## src/rtl/bin_bcd_seq.sv

```systemverilog
// Multi-cycle binary-to-BCD converter (double-dabble), BPC bits per cycle,
// valid/ready on both sides, with overflow and significant-digit reporting.
module bin_bcd_seq #(
    parameter int BIN_W  = 27,
    parameter int DIGITS = 9,
    parameter int BPC    = 4,
    parameter int SIGNED = 0
) (
    input  logic                         clk,
    input  logic                         rst,
    input  logic                         bin_valid,
    input  logic [BIN_W-1:0]             bin,
    output logic                         ready,
    output logic                         bcd_valid,
    input  logic                         bcd_ready,
    output logic [4*DIGITS-1:0]          bcd,
    output logic                         sign,
    output logic                         ovf,
    output logic [$clog2(DIGITS+1)-1:0]  sig_digits
);
    localparam int STEPS = (BIN_W + BPC - 1) / BPC;
    localparam int PAD_W = STEPS * BPC;
    localparam int BCD_W = 4 * DIGITS;
    localparam int SD_W  = $clog2(DIGITS + 1);
    localparam int CNT_W = $clog2(STEPS + 1);

    typedef enum logic [1:0] {S_IDLE, S_CONV, S_DONE} state_t;

    state_t             state_q, state_d;
    logic [CNT_W-1:0]   cnt_q, cnt_d;
    logic [PAD_W-1:0]   sh_q, sh_d;
    logic [BCD_W-1:0]   acc_q, acc_d;
    logic               sgn_q, sgn_d;
    logic               ovf_acc_q, ovf_acc_d;
    logic               ready_q, ready_d;
    logic               bcd_valid_q, bcd_valid_d;
    logic [BCD_W-1:0]   bcd_q, bcd_d;
    logic               sign_q, sign_d;
    logic               ovf_q, ovf_d;
    logic [SD_W-1:0]    sig_digits_q, sig_digits_d;

    logic [BIN_W:0]     ext, mag_full;
    logic               neg;
    logic [BCD_W-1:0]   acc_n;
    logic [PAD_W-1:0]   sh_n;
    logic               of_n;
    logic [SD_W-1:0]    sd_n;

    always_comb begin
        // One extra bit so that negating the most negative input is exact
        neg      = (SIGNED != 0) && bin[BIN_W-1];
        ext      = {neg, bin};
        mag_full = neg ? (~ext + 1'b1) : ext;

        acc_n = acc_q;
        sh_n  = sh_q;
        of_n  = ovf_acc_q;
        for (int s = 0; s < BPC; s++) begin
            for (int d = 0; d < DIGITS; d++) begin
                if (acc_n[4*d +: 4] >= 4'd5)
                    acc_n[4*d +: 4] = acc_n[4*d +: 4] + 4'd3;
            end
            of_n  = of_n | acc_n[BCD_W-1];
            acc_n = {acc_n[BCD_W-2:0], sh_n[PAD_W-1]};
            sh_n  = sh_n << 1;
        end

        sd_n = SD_W'(1);
        for (int d = 0; d < DIGITS; d++) begin
            if (acc_n[4*d +: 4] != 4'd0)
                sd_n = SD_W'(d + 1);
        end

        state_d      = state_q;
        cnt_d        = cnt_q;
        sh_d         = sh_q;
        acc_d        = acc_q;
        sgn_d        = sgn_q;
        ovf_acc_d    = ovf_acc_q;
        ready_d      = ready_q;
        bcd_valid_d  = bcd_valid_q;
        bcd_d        = bcd_q;
        sign_d       = sign_q;
        ovf_d        = ovf_q;
        sig_digits_d = sig_digits_q;

        case (state_q)
            S_IDLE: begin
                if (bin_valid && ready_q) begin
                    state_d   = S_CONV;
                    ready_d   = 1'b0;
                    sh_d      = '0;
                    sh_d[BIN_W-1:0] = mag_full[BIN_W-1:0];
                    acc_d     = '0;
                    ovf_acc_d = 1'b0;
                    sgn_d     = neg;
                    cnt_d     = '0;
                end
            end
            S_CONV: begin
                acc_d     = acc_n;
                sh_d      = sh_n;
                ovf_acc_d = of_n;
                cnt_d     = cnt_q + 1'b1;
                // Visible outputs only change here, so they hold through IDLE/CONV
                if (cnt_q == CNT_W'(STEPS - 1)) begin
                    state_d      = S_DONE;
                    bcd_valid_d  = 1'b1;
                    bcd_d        = acc_n;
                    ovf_d        = of_n;
                    sign_d       = sgn_q;
                    sig_digits_d = sd_n;
                end
            end
            S_DONE: begin
                if (bcd_ready) begin
                    state_d     = S_IDLE;
                    bcd_valid_d = 1'b0;
                    ready_d     = 1'b1;
                end
            end
            default: begin
                state_d     = S_IDLE;
                ready_d     = 1'b1;
                bcd_valid_d = 1'b0;
            end
        endcase
    end

    always_ff @(posedge clk) begin
        if (rst) begin
            state_q      <= S_IDLE;
            cnt_q        <= '0;
            sh_q         <= '0;
            acc_q        <= '0;
            sgn_q        <= 1'b0;
            ovf_acc_q    <= 1'b0;
            ready_q      <= 1'b1;
            bcd_valid_q  <= 1'b0;
            bcd_q        <= '0;
            sign_q       <= 1'b0;
            ovf_q        <= 1'b0;
            sig_digits_q <= SD_W'(1);
        end else begin
            state_q      <= state_d;
            cnt_q        <= cnt_d;
            sh_q         <= sh_d;
            acc_q        <= acc_d;
            sgn_q        <= sgn_d;
            ovf_acc_q    <= ovf_acc_d;
            ready_q      <= ready_d;
            bcd_valid_q  <= bcd_valid_d;
            bcd_q        <= bcd_d;
            sign_q       <= sign_d;
            ovf_q        <= ovf_d;
            sig_digits_q <= sig_digits_d;
        end
    end

    assign ready      = ready_q;
    assign bcd_valid  = bcd_valid_q;
    assign bcd        = bcd_q;
    assign sign       = sign_q;
    assign ovf        = ovf_q;
    assign sig_digits = sig_digits_q;
endmodule

```

## config.mk

```make
export PLATFORM = sky130hd
export DESIGN_NAME = bin_bcd_seq
export DESIGN_NICKNAME = d
export VERILOG_FILES = /design/src/rtl/bin_bcd_seq.sv
export SDC_FILE = /design/constraint.sdc
export NUM_CORES = 1
export LEC_CHECK = 0
export ABC_AREA = 1
export BUFFER_PORTS_ARGS = -buffer_cell sky130_fd_sc_hd__buf_2
export CAP_MARGIN = 0
export CORE_UTILIZATION = 45
export DETAILED_ROUTE_END_ITERATION = 10
export MAX_ROUTING_LAYER = met4
export PLACE_DENSITY_LB_ADDON = 0.1
export SLEW_MARGIN = 10
export SYNTH_ARGS = -nofsm -noshare
export SYNTH_HDL_FRONTEND = slang
export SYNTH_SLANG_ARGS = --single-unit
```

## constraint.sdc

```tcl
create_clock -name clk -period 4.3 [get_ports clk]
set_input_delay 0.86 -clock clk [delete_from_list [all_inputs] [get_ports clk]]
set_output_delay 0.86 -clock clk [all_outputs]
set_load 0.03 [all_outputs]
```

==> results.py <==
metrics = {
    "floorplan": {
        "core.rowCount": 50,
        "initial_utilization_pct": 46.0,
        "die-area_um2": 19700,
        "io_pins": 75,
        "dieWidth_um": 140,
        "core_area_um2": 18700,
        "fp.dieH_um": 140,
    },
    "worst_setup_path": {
        "slowest_delay_ns": 0.36,
        "crit_type": "flip-flop to flip-flop",
        "cp.buffers_inverters": 6,
        "startpoint_type": "flip-flop",
        "required_ns": 4.60,
        "crit_arrival_ns": 4.42,
        "crit_slowest_cell": "dfxtp_2",
        "worstSetupEndpointType": "flip-flop",
        "cp_top_family": "simple AND/OR/NAND/NOR gates",
        "cp_max_fo": 4,
    },
    "synth": {
        "synth-seq-area-share_pct": 26.3,
        "ys_top_cells_by_area": "dfxtp_1 (26%), nand2_1 (15%), ha_1 (8.6%), inv_1 (8.4%), nor2_1 (4.0%)",
        "synth_nets": 1408,
        "async_flop_share_pct": 0,
        "synth-seq-cells": 113,
        "synth-edff-count": 0,
        "synthTopCellsByCount": "nand2_1 (343), inv_1 (193), dfxtp_1 (113)",
        "synth_ff_type": "dfxtp_1",
        "synthCells": 1318,
        "synth_most_common_cell": "nand2_1",
        "ys_warn_count": 0,
        "netlist_area_um2": 8610,
        "avgSynthCellArea_um2": 6.53,
        "yosysTopAreaCell": "dfxtp_1",
        "synth.top_cell.area_share_pct": 26.3,
        "ys_types": 48,
    },
    "place": {
        "pre_cts_ws_ns": -0.0856,
        "place.gp.congestion": 0.880,
        "post-place-cells": 1613,
        "portBuffers": 73,
        "dp_hpwl_mm": 14.5,
    },
    "cts": {
        "cts_tree": "yes",
        "numCtsBuffers": 17,
        "htree_levels": 4,
        "cts.sink_count": 113,
        "cts.clk_slew.worst_paths_ns": 0.06,
        "ctsRootBufferMaster": "clkbuf_16",
        "worstSkewPairLatency_ns": 0.43,
        "cts_hold_buf": 0,
        "cts_buffer_depth": 2,
    },
    "power_and_ir_drop": {
        "ir_drop_v": 0.000354,
        "power.density_nw_per_um2": 569,
        "leakagePower_nw": 5.61,
    },
    "cells_and_area": {
        "nets": 1519,
        "nFillCells": 1797,
        "multiInputGateArea_um2": 5780,
        "regArea_um2": 2290,
        "drive_above_1_share_pct": 29.3,
        "area_delta_synth_final_pct": 23.7,
        "finalNonFillerCells": 1677,
    },
    "timing": {
        "max_freq_mhz": 243,
        "clock_skew_ns": 0.0106,
        "slew_viol_final": 0,
        "timing.final.crit_period_ns": 4.12,
        "setup_viol": 0,
        "setup_slack_ns": 0.177,
        "hold_violations": 0,
        "max_slew_margin_pct": 36.7,
        "fin_tns_setup_ns": 0,
        "min_period_over_period_pct": 95.9,
        "rsz0062_at_grt": "yes",
        "tightest_slew_ns": 0.948,
    },
    "route": {
        "wl_per_cell_um": 12.6,
        "firstDrtPassIters": 4,
        "drc": 0,
        "wirelength_mm": 21.1,
        "final_antenna_net_count": 0,
        "drt_iter0_markers": 288,
        "vias_per_cell": 4.91,
        "vias": 8228,
    },
    "global_route": {
        "grt-ovfl-total": 0,
        "grt_pass1_wl_mm": 33.9,
        "antenna_found_initial": 1,
        "grt_max_degree": 61,
        "grt_pass1_vias": 7379,
        "grt_use_total_pct": 21.9,
    },
    "run_status": {
        "status": "completed",
    },
    "worst_hold_path": {
        "min_path_type": "flip-flop to flip-flop",
    },
    "job": {
        "drv_cap": 0,
    },
}
power breakdown:
| group | switching, mW | internal, mW |
|---|---|---|
| Clock | 0.566 | 0.892 |
| Sequential | 0.0814 | 1.14 |
| Combinational | 2.16 | 1.22 |
| Total | 2.81 | 3.25 |
worst min-delay path, cell delays in order, from the launching register on:
cell and delay, ns:
dfxtp_1 0.31, nand2_1 0.06, a21oi_1 0.05
flip-flops by register name (all words and copies together), names as in the netlist:
| name | cells |
|---|---|
| acc_q | 36 |
| bcd | 36 |
| sh_q | 28 |
| sig_digits | 4 |
| cnt_q | 3 |
| state_q | 2 |
| bcd_valid | 1 |
| ovf | 1 |
| ovf_acc_q | 1 |
| ready | 1 |
layout make-up:
class,count,share of cell area [%]
Antenna cell,1,0.0235
Tap cell,234,2.75
Clock buffer,19,4.25
Sequential cell,113,21.5
Multi-Input combinational cell,935,54.3
Inverter,231,8.24
Timing Repair Buffer,131,7.56
Clock inverter,13,1.40
cell families (layout without fill, tap and decap cells):
| logic type | count (synthesis) | in the layout | synth area share [%] |
|---|---|---|---|
| muxes | 1 | 1 | 0.116 |
| DFF | 113 | 113 | 26.3 |
| adders and majority gates | 59 | 59 | 8.58 |
| and+or+nand+nor | 601 | 601 | 31.9 |
| xor gates and xnor gates | 32 | 32 | 4.35 |
| other | 1 | 2 | 0.0436 |
| AOI/OAI and AO/OA | 241 | 241 | 17.0 |
| buffers and inverters | 270 | 394 | 11.8 |
metal layers:
| metal | GRT usage [%] | wire length, um | up-vias |
|---|---|---|---|
| li1 | - | - | 4377 |
| met1 | 27.4 | 10200 | 3726 |
| met2 | 36.5 | 10100 | 103 |
| met3 | 3.73 | 624 | 22 |
| met4 | 6.02 | 224 | 0 |
| met5 | - | 0 | - |
final timing paths:
kind                           endpoint  slack [ns]                   start  depth (start not counted)
max          sig_digits[1]$_SDFFE_PP0P_        0.18  acc_q[21]$_SDFFE_PP0P_                         29
min reg2reg         bcd[0]$_SDFFE_PP0P_        0.46     bcd[0]$_SDFFE_PP0P_                          2
min                 bcd[0]$_SDFFE_PP0P_        0.46     bcd[0]$_SDFFE_PP0P_                          2
max reg2reg  sig_digits[1]$_SDFFE_PP0P_        0.18  acc_q[21]$_SDFFE_PP0P_                         29
cell usage in the layout, fill, tap and decap left out, types with 3 or more instances in the layout:
cell	count
nand2_1	325
inv_1	171
dfxtp_1	100
nor2_1	89
buf_2	73
o21ai_0	64
a21oi_1	64
nand3_1	63
nand2_2	59
buf_4	57
inv_2	56
ha_1	40
o21ai_2	32
a31oi_1	24
o21ai_1	22
o211ai_1	17
clkbuf_16	17
ha_2	14
xor2_1	13
nand2_4	13
nand3_2	12
nand3_4	10
xor2_2	9
dfxtp_2	9
xor2_4	8
nand4_1	7
nor2_2	6
inv_6	6
ha_4	5
nand3b_1	4
o21a_1	4
dfxtp_4	4
nor2_4	3
a21oi_2	3
clkinvlp_4	3
timing repair:
action	4_1_cts	5_1_grt
buffers inserted	0	31
endpoints found under the setup margin	3	12
pin swaps	1	58
gates resized for setup	3	127
cloned	0	0
through the flow:
step	hold slack [ns]	utilization, %	total power [mW]	instance area [um^2]
after floorplan	0.441	-	3.59	8610
after global routing	0.482	56.9	6.60	10600
after global placement	0.451	49.9	4.31	9330
after detailed placement	0.454	49.9	4.33	9330
final	0.460	56.9	6.06	10600
after CTS	0.464	53.2	5.82	9950
(Power assumes the default switching activity.)
